==> src/rtl/button_events_pkg.sv <==
// -----------------------------------------------------------------------------
// button_events_pkg
//   Shared constants for the display-board button word coming from
//   shiftregctl: bit position of every button, the default word width, and
//   the event record type used by consumers of the event stream.
//   No ports (package).
// -----------------------------------------------------------------------------
package button_events_pkg;

   // Bit positions inside the raw button word
   localparam int unsigned TEMP_ALARM  = 0;
   localparam int unsigned DIALL_CLICK = 1;
   localparam int unsigned DIALR_CLICK = 2;
   localparam int unsigned NAV_CLICK   = 3;
   localparam int unsigned NAV_D       = 4;
   localparam int unsigned NAV_R       = 5;
   localparam int unsigned NAV_L       = 6;
   localparam int unsigned NAV_U       = 7;
   localparam int unsigned SPARE2      = 8;
   localparam int unsigned SPARE1      = 9;
   localparam int unsigned TOUCH_IRQ   = 10;
   localparam int unsigned SPARE0      = 11;
   localparam int unsigned BTN_X       = 12;
   localparam int unsigned BTN_Y       = 13;
   localparam int unsigned BTN_A       = 14;
   localparam int unsigned BTN_B       = 15;

   localparam int unsigned NUM_BUTTONS = 16;

   // One serialised button event ('release' is a reserved word, hence is_release)
   typedef struct packed {
      logic       is_release;
      logic [3:0] index;
   } button_evt_t;

endpackage

==> src/rtl/button_events_if.sv <==
// -----------------------------------------------------------------------------
// button_events_if
//   Valid/ready event stream carrying one button edge per transfer.
//   evt_valid   holding register full (master -> slave)
//   evt_ready   consumer accepts when evt_valid & evt_ready (slave -> master)
//   evt_release 0 = press, 1 = release (master -> slave)
//   evt_index   button index (master -> slave)
// -----------------------------------------------------------------------------
interface button_events_if #(
   parameter int unsigned WIDTH = 16
);
   localparam int unsigned IDX_W = (WIDTH > 1) ? $clog2(WIDTH) : 1;

   logic             evt_valid;
   logic             evt_ready;
   logic             evt_release;
   logic [IDX_W-1:0] evt_index;

   modport master (output evt_valid, output evt_release, output evt_index, input evt_ready);
   modport slave  (input evt_valid, input evt_release, input evt_index, output evt_ready);
endinterface

==> src/rtl/button_events_debounce_cell.sv <==
// -----------------------------------------------------------------------------
// button_events_debounce_cell
//   One button bit: 2-flop synchroniser, polarity normalise, stability
//   counter advanced on the shared sample tick, registered level and pulses.
//   clk, rst_n        clock, async active-low reset (already release-synchronised)
//   tick_i            one-cycle sample tick from the parent prescaler
//   raw_i             raw button bit
//   pressed_o         debounced level, 1 = held
//   press_pulse_o     one cycle when pressed_o rises
//   release_pulse_o   one cycle when pressed_o falls
// -----------------------------------------------------------------------------
module button_events_debounce_cell
   import button_events_pkg::*;
#(
   parameter bit          ACTIVE_LOW   = 1'b1,
   parameter int unsigned STABLE_TICKS = 8
) (
   input  logic clk,
   input  logic rst_n,
   input  logic tick_i,
   input  logic raw_i,
   output logic pressed_o,
   output logic press_pulse_o,
   output logic release_pulse_o
);
   // Raw level of a released button; synchroniser resets to it so no false press
   localparam logic IDLE_LEVEL = ACTIVE_LOW ? 1'b1 : 1'b0;
   localparam int unsigned CNT_W = $clog2(STABLE_TICKS + 1);
   localparam logic [CNT_W-1:0] CNT_LAST = CNT_W'(STABLE_TICKS - 1);

   logic             sync1_q, sync2_q;
   logic             pressed_q, pressed_d;
   logic             press_pulse_q, press_pulse_d;
   logic             release_pulse_q, release_pulse_d;
   logic [CNT_W-1:0] cnt_q, cnt_d;
   logic             sample_s;

   // XOR with the idle level maps the raw bit to 1 = pressed for either polarity
   assign sample_s = sync2_q ^ IDLE_LEVEL;

   // Stability counter: the STABLE_TICKS-th consecutive disagreeing tick flips the level
   always_comb begin
      pressed_d       = pressed_q;
      cnt_d           = cnt_q;
      press_pulse_d   = 1'b0;
      release_pulse_d = 1'b0;
      if (tick_i) begin
         if (sample_s != pressed_q) begin
            if (cnt_q == CNT_LAST) begin
               pressed_d       = ~pressed_q;
               cnt_d           = '0;
               press_pulse_d   = ~pressed_q;
               release_pulse_d = pressed_q;
            end else begin
               cnt_d = cnt_q + 1'b1;
            end
         end else begin
            cnt_d = '0;
         end
      end else begin
         cnt_d = cnt_q;
      end
   end

   // Synchroniser, debounced level, counter and pulse registers
   always_ff @(posedge clk or negedge rst_n) begin
      if (!rst_n) begin
         sync1_q         <= IDLE_LEVEL;
         sync2_q         <= IDLE_LEVEL;
         pressed_q       <= 1'b0;
         press_pulse_q   <= 1'b0;
         release_pulse_q <= 1'b0;
         cnt_q           <= '0;
      end else begin
         sync1_q         <= raw_i;
         sync2_q         <= sync1_q;
         pressed_q       <= pressed_d;
         press_pulse_q   <= press_pulse_d;
         release_pulse_q <= release_pulse_d;
         cnt_q           <= cnt_d;
      end
   end

   assign pressed_o       = pressed_q;
   assign press_pulse_o   = press_pulse_q;
   assign release_pulse_o = release_pulse_q;
endmodule

==> src/rtl/button_events.sv <==
// -----------------------------------------------------------------------------
// button_events
//   Debounces the raw shiftregctl button word and serialises edges into a
//   valid/ready event stream.
//   clk, reset_n        clock, async active-low reset (release synchronised here)
//   buttons_in          raw button word
//   pressed             debounced levels, 1 = held
//   press_pulse         one-cycle strobe per rising debounced level
//   release_pulse       one-cycle strobe per falling debounced level
//   overrun             sticky: an event was lost or collapsed
//   overrun_clr         synchronous clear of overrun (a same-cycle set wins)
//   evt                 event stream (button_events_if master)
// -----------------------------------------------------------------------------
module button_events
   import button_events_pkg::*;
#(
   parameter int unsigned WIDTH        = NUM_BUTTONS,
   parameter bit          ACTIVE_LOW   = 1'b1,
   parameter int unsigned TICK_CYCLES  = 50000,
   parameter int unsigned STABLE_TICKS = 8
) (
   input  logic             clk,
   input  logic             reset_n,
   input  logic [WIDTH-1:0] buttons_in,
   output logic [WIDTH-1:0] pressed,
   output logic [WIDTH-1:0] press_pulse,
   output logic [WIDTH-1:0] release_pulse,
   output logic             overrun,
   input  logic             overrun_clr,
   button_events_if.master  evt
);
   localparam int unsigned IDX_W = (WIDTH > 1) ? $clog2(WIDTH) : 1;
   localparam int unsigned PRE_W = $clog2(TICK_CYCLES);
   localparam logic [PRE_W-1:0] PRE_LAST = PRE_W'(TICK_CYCLES - 1);

   logic [1:0]       rst_sync_q;
   logic             rst_n_s;
   logic [PRE_W-1:0] presc_q, presc_d;
   logic             tick_s;
   logic [WIDTH-1:0] press_pend_q, press_pend_d, rel_pend_q, rel_pend_d;
   logic [WIDTH-1:0] any_pend_s, clr_mask_s, press_base_s, rel_base_s;
   logic [WIDTH-1:0] press_coll_s, press_dup_s, press_new_s;
   logic [WIDTH-1:0] rel_coll_s, rel_dup_s, rel_new_s;
   logic [IDX_W-1:0] pick_idx_s;
   logic             pick_valid_s, load_s, ovr_set_s;
   logic             evt_valid_q, evt_valid_d, evt_release_q, evt_release_d;
   logic [IDX_W-1:0] evt_index_q, evt_index_d;
   logic             overrun_q, overrun_d;

   // Reset synchroniser: assertion is immediate, release waits two clock edges
   always_ff @(posedge clk or negedge reset_n) begin
      if (!reset_n) begin
         rst_sync_q <= 2'b00;
      end else begin
         rst_sync_q <= {rst_sync_q[0], 1'b1};
      end
   end
   assign rst_n_s = rst_sync_q[1];

   // Free-running sample prescaler
   assign tick_s  = (presc_q == PRE_LAST);
   assign presc_d = tick_s ? '0 : presc_q + 1'b1;

   for (genvar g = 0; g < WIDTH; g++) begin : g_cell
      button_events_debounce_cell #(
         .ACTIVE_LOW   (ACTIVE_LOW),
         .STABLE_TICKS (STABLE_TICKS)
      ) u_cell (
         .clk             (clk),
         .rst_n           (rst_n_s),
         .tick_i          (tick_s),
         .raw_i           (buttons_in[g]),
         .pressed_o       (pressed[g]),
         .press_pulse_o   (press_pulse[g]),
         .release_pulse_o (release_pulse[g])
      );
   end

   // Priority pick: descending scan so the lowest pending index wins
   always_comb begin
      pick_idx_s = '0;
      for (int i = int'(WIDTH) - 1; i >= 0; i--) begin
         pick_idx_s = any_pend_s[i] ? IDX_W'(i) : pick_idx_s;
      end
   end
   assign any_pend_s   = press_pend_q | rel_pend_q;
   assign pick_valid_s = |any_pend_s;
   assign load_s       = ~evt_valid_q | evt.evt_ready;
   assign clr_mask_s   = (load_s && pick_valid_s) ? (WIDTH'(1) << pick_idx_s) : '0;

   // Holding register: refill whenever empty or being taken, otherwise hold stable
   always_comb begin
      evt_valid_d   = evt_valid_q;
      evt_release_d = evt_release_q;
      evt_index_d   = evt_index_q;
      if (load_s) begin
         if (pick_valid_s) begin
            evt_valid_d   = 1'b1;
            evt_index_d   = pick_idx_s;
            evt_release_d = rel_pend_q[pick_idx_s];
         end else begin
            evt_valid_d = 1'b0;
         end
      end else begin
         evt_valid_d = evt_valid_q;
      end
   end

   // Enqueue is judged after the serialiser's clear, so a same-cycle set survives
   assign press_base_s = press_pend_q & ~clr_mask_s;
   assign rel_base_s   = rel_pend_q & ~clr_mask_s;
   assign press_coll_s = press_pulse & rel_base_s;
   assign press_dup_s  = press_pulse & press_base_s;
   assign press_new_s  = press_pulse & ~rel_base_s & ~press_base_s;
   assign rel_coll_s   = release_pulse & press_base_s;
   assign rel_dup_s    = release_pulse & rel_base_s;
   assign rel_new_s    = release_pulse & ~press_base_s & ~rel_base_s;
   // An opposite-kind edge cancels the pending one instead of queueing a pair
   assign press_pend_d = (press_base_s & ~rel_coll_s) | press_new_s;
   assign rel_pend_d   = (rel_base_s & ~press_coll_s) | rel_new_s;
   assign ovr_set_s    = |(press_coll_s | press_dup_s | rel_coll_s | rel_dup_s);
   assign overrun_d    = ovr_set_s | (overrun_q & ~overrun_clr);

   // Prescaler, pending masks, holding register and overrun flag
   always_ff @(posedge clk or negedge rst_n_s) begin
      if (!rst_n_s) begin
         presc_q       <= '0;
         press_pend_q  <= '0;
         rel_pend_q    <= '0;
         evt_valid_q   <= 1'b0;
         evt_release_q <= 1'b0;
         evt_index_q   <= '0;
         overrun_q     <= 1'b0;
      end else begin
         presc_q       <= presc_d;
         press_pend_q  <= press_pend_d;
         rel_pend_q    <= rel_pend_d;
         evt_valid_q   <= evt_valid_d;
         evt_release_q <= evt_release_d;
         evt_index_q   <= evt_index_d;
         overrun_q     <= overrun_d;
      end
   end

   assign evt.evt_valid   = evt_valid_q;
   assign evt.evt_release = evt_release_q;
   assign evt.evt_index   = evt_index_q;
   assign overrun         = overrun_q;
endmodule

==> src/flat_wrapper.sv <==
// flat-port wrapper written by rule: the top's interface ports become plain ports
module button_events_flat import button_events_pkg::*;
#(
   parameter int unsigned WIDTH        = NUM_BUTTONS,
   parameter bit          ACTIVE_LOW   = 1'b1,
   parameter int unsigned TICK_CYCLES  = 50000,
   parameter int unsigned STABLE_TICKS = 8
)
  (clk, reset_n, buttons_in, pressed, press_pulse, release_pulse, overrun, overrun_clr, evt_evt_valid, evt_evt_release, evt_evt_index, evt_evt_ready);
  button_events_if #(.WIDTH(WIDTH)) evt_i ();
  input  logic clk;
  input  logic reset_n;
  input  logic [WIDTH-1:0] buttons_in;
  output logic [WIDTH-1:0] pressed;
  output logic [WIDTH-1:0] press_pulse;
  output logic [WIDTH-1:0] release_pulse;
  output logic overrun;
  input  logic overrun_clr;
  output wire logic [$bits(evt_i.evt_valid)-1:0] evt_evt_valid;
  output wire logic [$bits(evt_i.evt_release)-1:0] evt_evt_release;
  output wire logic [$bits(evt_i.evt_index)-1:0] evt_evt_index;
  input wire logic [$bits(evt_i.evt_ready)-1:0] evt_evt_ready;
  assign evt_evt_valid = evt_i.evt_valid;
  assign evt_evt_release = evt_i.evt_release;
  assign evt_evt_index = evt_i.evt_index;
  assign evt_i.evt_ready = evt_evt_ready;
  button_events #(.WIDTH(WIDTH), .ACTIVE_LOW(ACTIVE_LOW), .TICK_CYCLES(TICK_CYCLES), .STABLE_TICKS(STABLE_TICKS)) u_core (.clk(clk), .reset_n(reset_n), .buttons_in(buttons_in), .pressed(pressed), .press_pulse(press_pulse), .release_pulse(release_pulse), .overrun(overrun), .overrun_clr(overrun_clr), .evt(evt_i));
endmodule
==> config.mk <==
export PLATFORM = sky130hd
export DESIGN_NAME = button_events_flat
export DESIGN_NICKNAME = d
export VERILOG_FILES = /design/src/rtl/button_events_pkg.sv /design/src/rtl/button_events_if.sv /design/src/rtl/button_events_debounce_cell.sv /design/src/rtl/button_events.sv /design/src/flat_wrapper.sv
export SDC_FILE = /design/constraint.sdc
export NUM_CORES = 1
export LEC_CHECK = 0
export ABC_AREA = 1
export ABC_CLOCK_PERIOD_IN_PS = 18400
export CORE_ASPECT_RATIO = 1.5
export CORE_UTILIZATION = 36
export DETAILED_ROUTE_END_ITERATION = 10
export GPL_TIMING_DRIVEN = 0
export PLACE_DENSITY = 0.66
export SLEW_MARGIN = 5
export SYNTH_ARGS = -nofsm -noshare
export SYNTH_HDL_FRONTEND = slang
export SYNTH_SLANG_ARGS = --single-unit
==> constraint.sdc <==
create_clock -name clk -period 18.4 [get_ports clk]
set_clock_uncertainty 0.15 [all_clocks]
set_input_delay 2.76 -clock clk [delete_from_list [all_inputs] [get_ports clk]]
set_output_delay 2.76 -clock clk [all_outputs]
set_load 0.005 [all_outputs]
==> out/metrics.cfg <==
[run_status]
outcome=completed

[timing]
rsz0062_at_grt=no
tns_ns=0
slew_headroom_pct=49.3
setup_violations=0
finalHoldViolations=0
setup_slack_ns=13.87
worstMarginPinSlew_ns=0.760
fin_crit_sh_pct=24.6
period_needed_ns=4.53
final-max-slew-violation-count=0
max_freq_mhz=221

[final_layout]
fillers=2468
finalInstanceArea_sq_um=11500
nets=1169
fin_cells=1480
final_cell_mix=dfrtp_1 (168), nand2_1 (144), inv_1 (123), nor2_1 (106), nand3_1 (97)
drive_gt1_share_pct=15.9
area_delta_synth_final_pct=20.9
diodes=0
mostFrequentLayoutCell=dfrtp_1

[cts]
cts_root_buf=clkbuf_16
htree_levels=1
path_clk_slew_ns=0.06
clock_path_buffers=3
hold_buffers=0
post_cts_buffers=0
cts_resized=0
cts_sinks=201
cts_buffers=21
clock_latency_ns=0.52
cts_tree=built

[synth]
postSynthCellCount=1032
ys_ff_latch=201
synthSimpleGateAreaFrac_pct=20.7
synth_xor_area_share_pct=4.33
mappedNetlistArea_sq_um=9500
ys_types=49
yosysSeqAreaShare_pct=53.4
yosysWarnings=0
yosys_most_used_dff=dfrtp_1
syn_area_per_cell_sq_um=9.21
synth-compound-area-share_pct=9.26
synth_edf_count=0
synth_top_family_by_area=simple AND/OR/NAND/NOR gates
synthAdderAreaFrac_pct=2.24
synth.mux.area_fraction_pct=0
async_flop_share_pct=100
synth_nets=1069

[floorplan]
dieArea_sq_um=27100
coreArea_sq_um=25900
die_h_microns=201
die_x_microns=135
start_util_pct=36.7
io_pins=75
rows=72

[worst_setup_path]
cp.arrival_ns=1.62
crit_start=u_core.g_cell[3].u_cell.pressed_o
path_class=reg2out
critPathMaxFanout=4
worstPathRequired_ns=15.49
critPathLaunchType=flip-flop
critPathCaptureType=output pin
r2r_start=u_core.rel_pend_q[14]

[placed_design]
dpl-instance-area_sq_um=10700
post-place-ws_ns=13.57
hpwl_microns=15400
numPortBuffers=74
gp_congestion=0.902
dp_cells=1442

[grt]
grt_pass1_wl_microns=34700
grt.overflow.total=0
grt_max_degree=59
antenna_found_initial=0
grt_usage_pct=16.1
grt_pass1_vias=7074

[drt]
via_count=7154
wl_per_cell_microns=14.0
first_pass_iters=5
wl_microns=20700
ant_nets=0
drc=0
drt_iter0_markers=439
viasPerCell=4.83

[power]
peakVddDrop_v=0.000107
p_total_mw=1.50
p_leak_nw=5.46
powerDensity_nw_per_um2=130

[worst_hold_path]
hp-class=reg2async

[flow_run]
cap_viol_max_count=0

-- per-layer routing --
layer / vias up / wire length (microns) / track usage [%] / part of all wire, %
met5: - / 0 / 0 / 0
met4: 0 / 938 / 8.23 / 4.5
met3: 51 / 710 / 2.07 / 3.4
met2: 160 / 10700 / 28.8 / 52
met1: 3426 / 8360 / 18.6 / 40
li1: 3517 / - / - / -
-- final timing paths --
check / endpoint / slack, ns / cells after the start
min: u_core.g_cell[9].u_cell.release_pulse_o / 0.15 / 0
max reg2reg: u_core.overrun / 15.54 / 20
min in group clk: u_core.rst_sync_q[1] / 0.20 / 0
max in group asynchronous: u_core.rst_sync_q[1] / 15.68 / 1
min reg2reg: u_core.g_cell[9].u_cell.release_pulse_o / 0.15 / 0
max: pressed[3] / 13.87 / 2
-- worst max-delay path, cell delays in order, from the launching register on --
cell and delay, ns:
dfrtp_1 0.48, buf_4 0.15, clkdlybuf4s50_1 0.49
-- state kept, by name (all words and copies together), names as in the netlist, 4 cells and up --
name,flops
u_core.presc_q,16
u_core.rel_pend_q,16
u_core.g_cell.u_cell.sync1_q,16
u_core.evt.evt_index,4
u_core.g_cell.u_cell.pressed_o,16
u_core.g_cell.u_cell.press_pulse_o,16
u_core.g_cell.u_cell.cnt_q,64
u_core.g_cell.u_cell.release_pulse_o,16
u_core.g_cell.u_cell.sync2_q,16
u_core.press_pend_q,16
-- cells by family after synthesis --
group                      count (synthesis)
other                                      1
AOI/OAI and AO/OA                        148
xor gates and xnor gates                  47
adders and majority gates                 17
buffers and inverters                    201
DFF                                      201
and+or+nand+nor                          417
-- Yosys cell counts (2+ instances only) --
library cell  number  area, sq um
nand2_1          144          541
o41ai_1            3         26.3
o21a_1             3         22.5
nor2_2             7         43.8
xnor2_1           18          158
nand4_2            3         37.5
a21oi_1           20          100
clkbuf_1          10         37.5
o21ai_0           73          365
dfstp_2           32          841
a21boi_0           3         22.5
xor2_1            29          254
o22ai_1            9         56.3
clkinv_1           2         7.51
a31oi_1           10         62.6
and3_1             2         12.5
nand3_2            3         30.0
nor4_1             4         25.0
nor2_1           106          398
a22o_1             8         70.1
buf_6              2         22.5
buf_4             48          360
nand4_1           10         62.6
nand2_2            6         37.5
buf_2              4         20.0
inv_2              9         33.8
nor3_1             6         30.0
inv_1            123          462
nor3_2             2         20.0
nand3b_1           3         22.5
a21oi_2            2         17.5
a32o_1             4         40.0
o31ai_1            9         67.6
nand3_1           97          485
nand2_4            2         22.5
buf_1              2         7.51
dfrtp_1          169         4230
ha_1              17          213
nor2_4             9          101
or2_2             10         62.6
-- where the power goes --
part,total (mW),internal (mW),switching (mW)
Sequential,0.490,0.471,0.0191
Clock,0.449,0.273,0.176
Combinational,0.559,0.168,0.391
Total,1.50,0.911,0.587
-- metrics by stage --
stage                     util [%]  hold WS (ns)
after floorplan                  -         0.181
after global placement        41.2         0.186
after detailed placement      41.6         0.159
after CTS                     44.4         0.166
after global routing          44.4         0.198
final                         44.4         0.146
-- area by class of cell --
type	count	area [sq um]	area share, %
Clock inverter	11	143	1.24
Inverter	135	509	4.43
Buffer	66	448	3.90
Multi-Input combinational cell	630	3470	30.2
Clock buffer	27	598	5.21
Timing Repair Buffer	77	823	7.17
Sequential cell	201	5070	44.2
Tap cell	333	417	3.63
No activity file was read; power rests on OpenSTA's default activity.
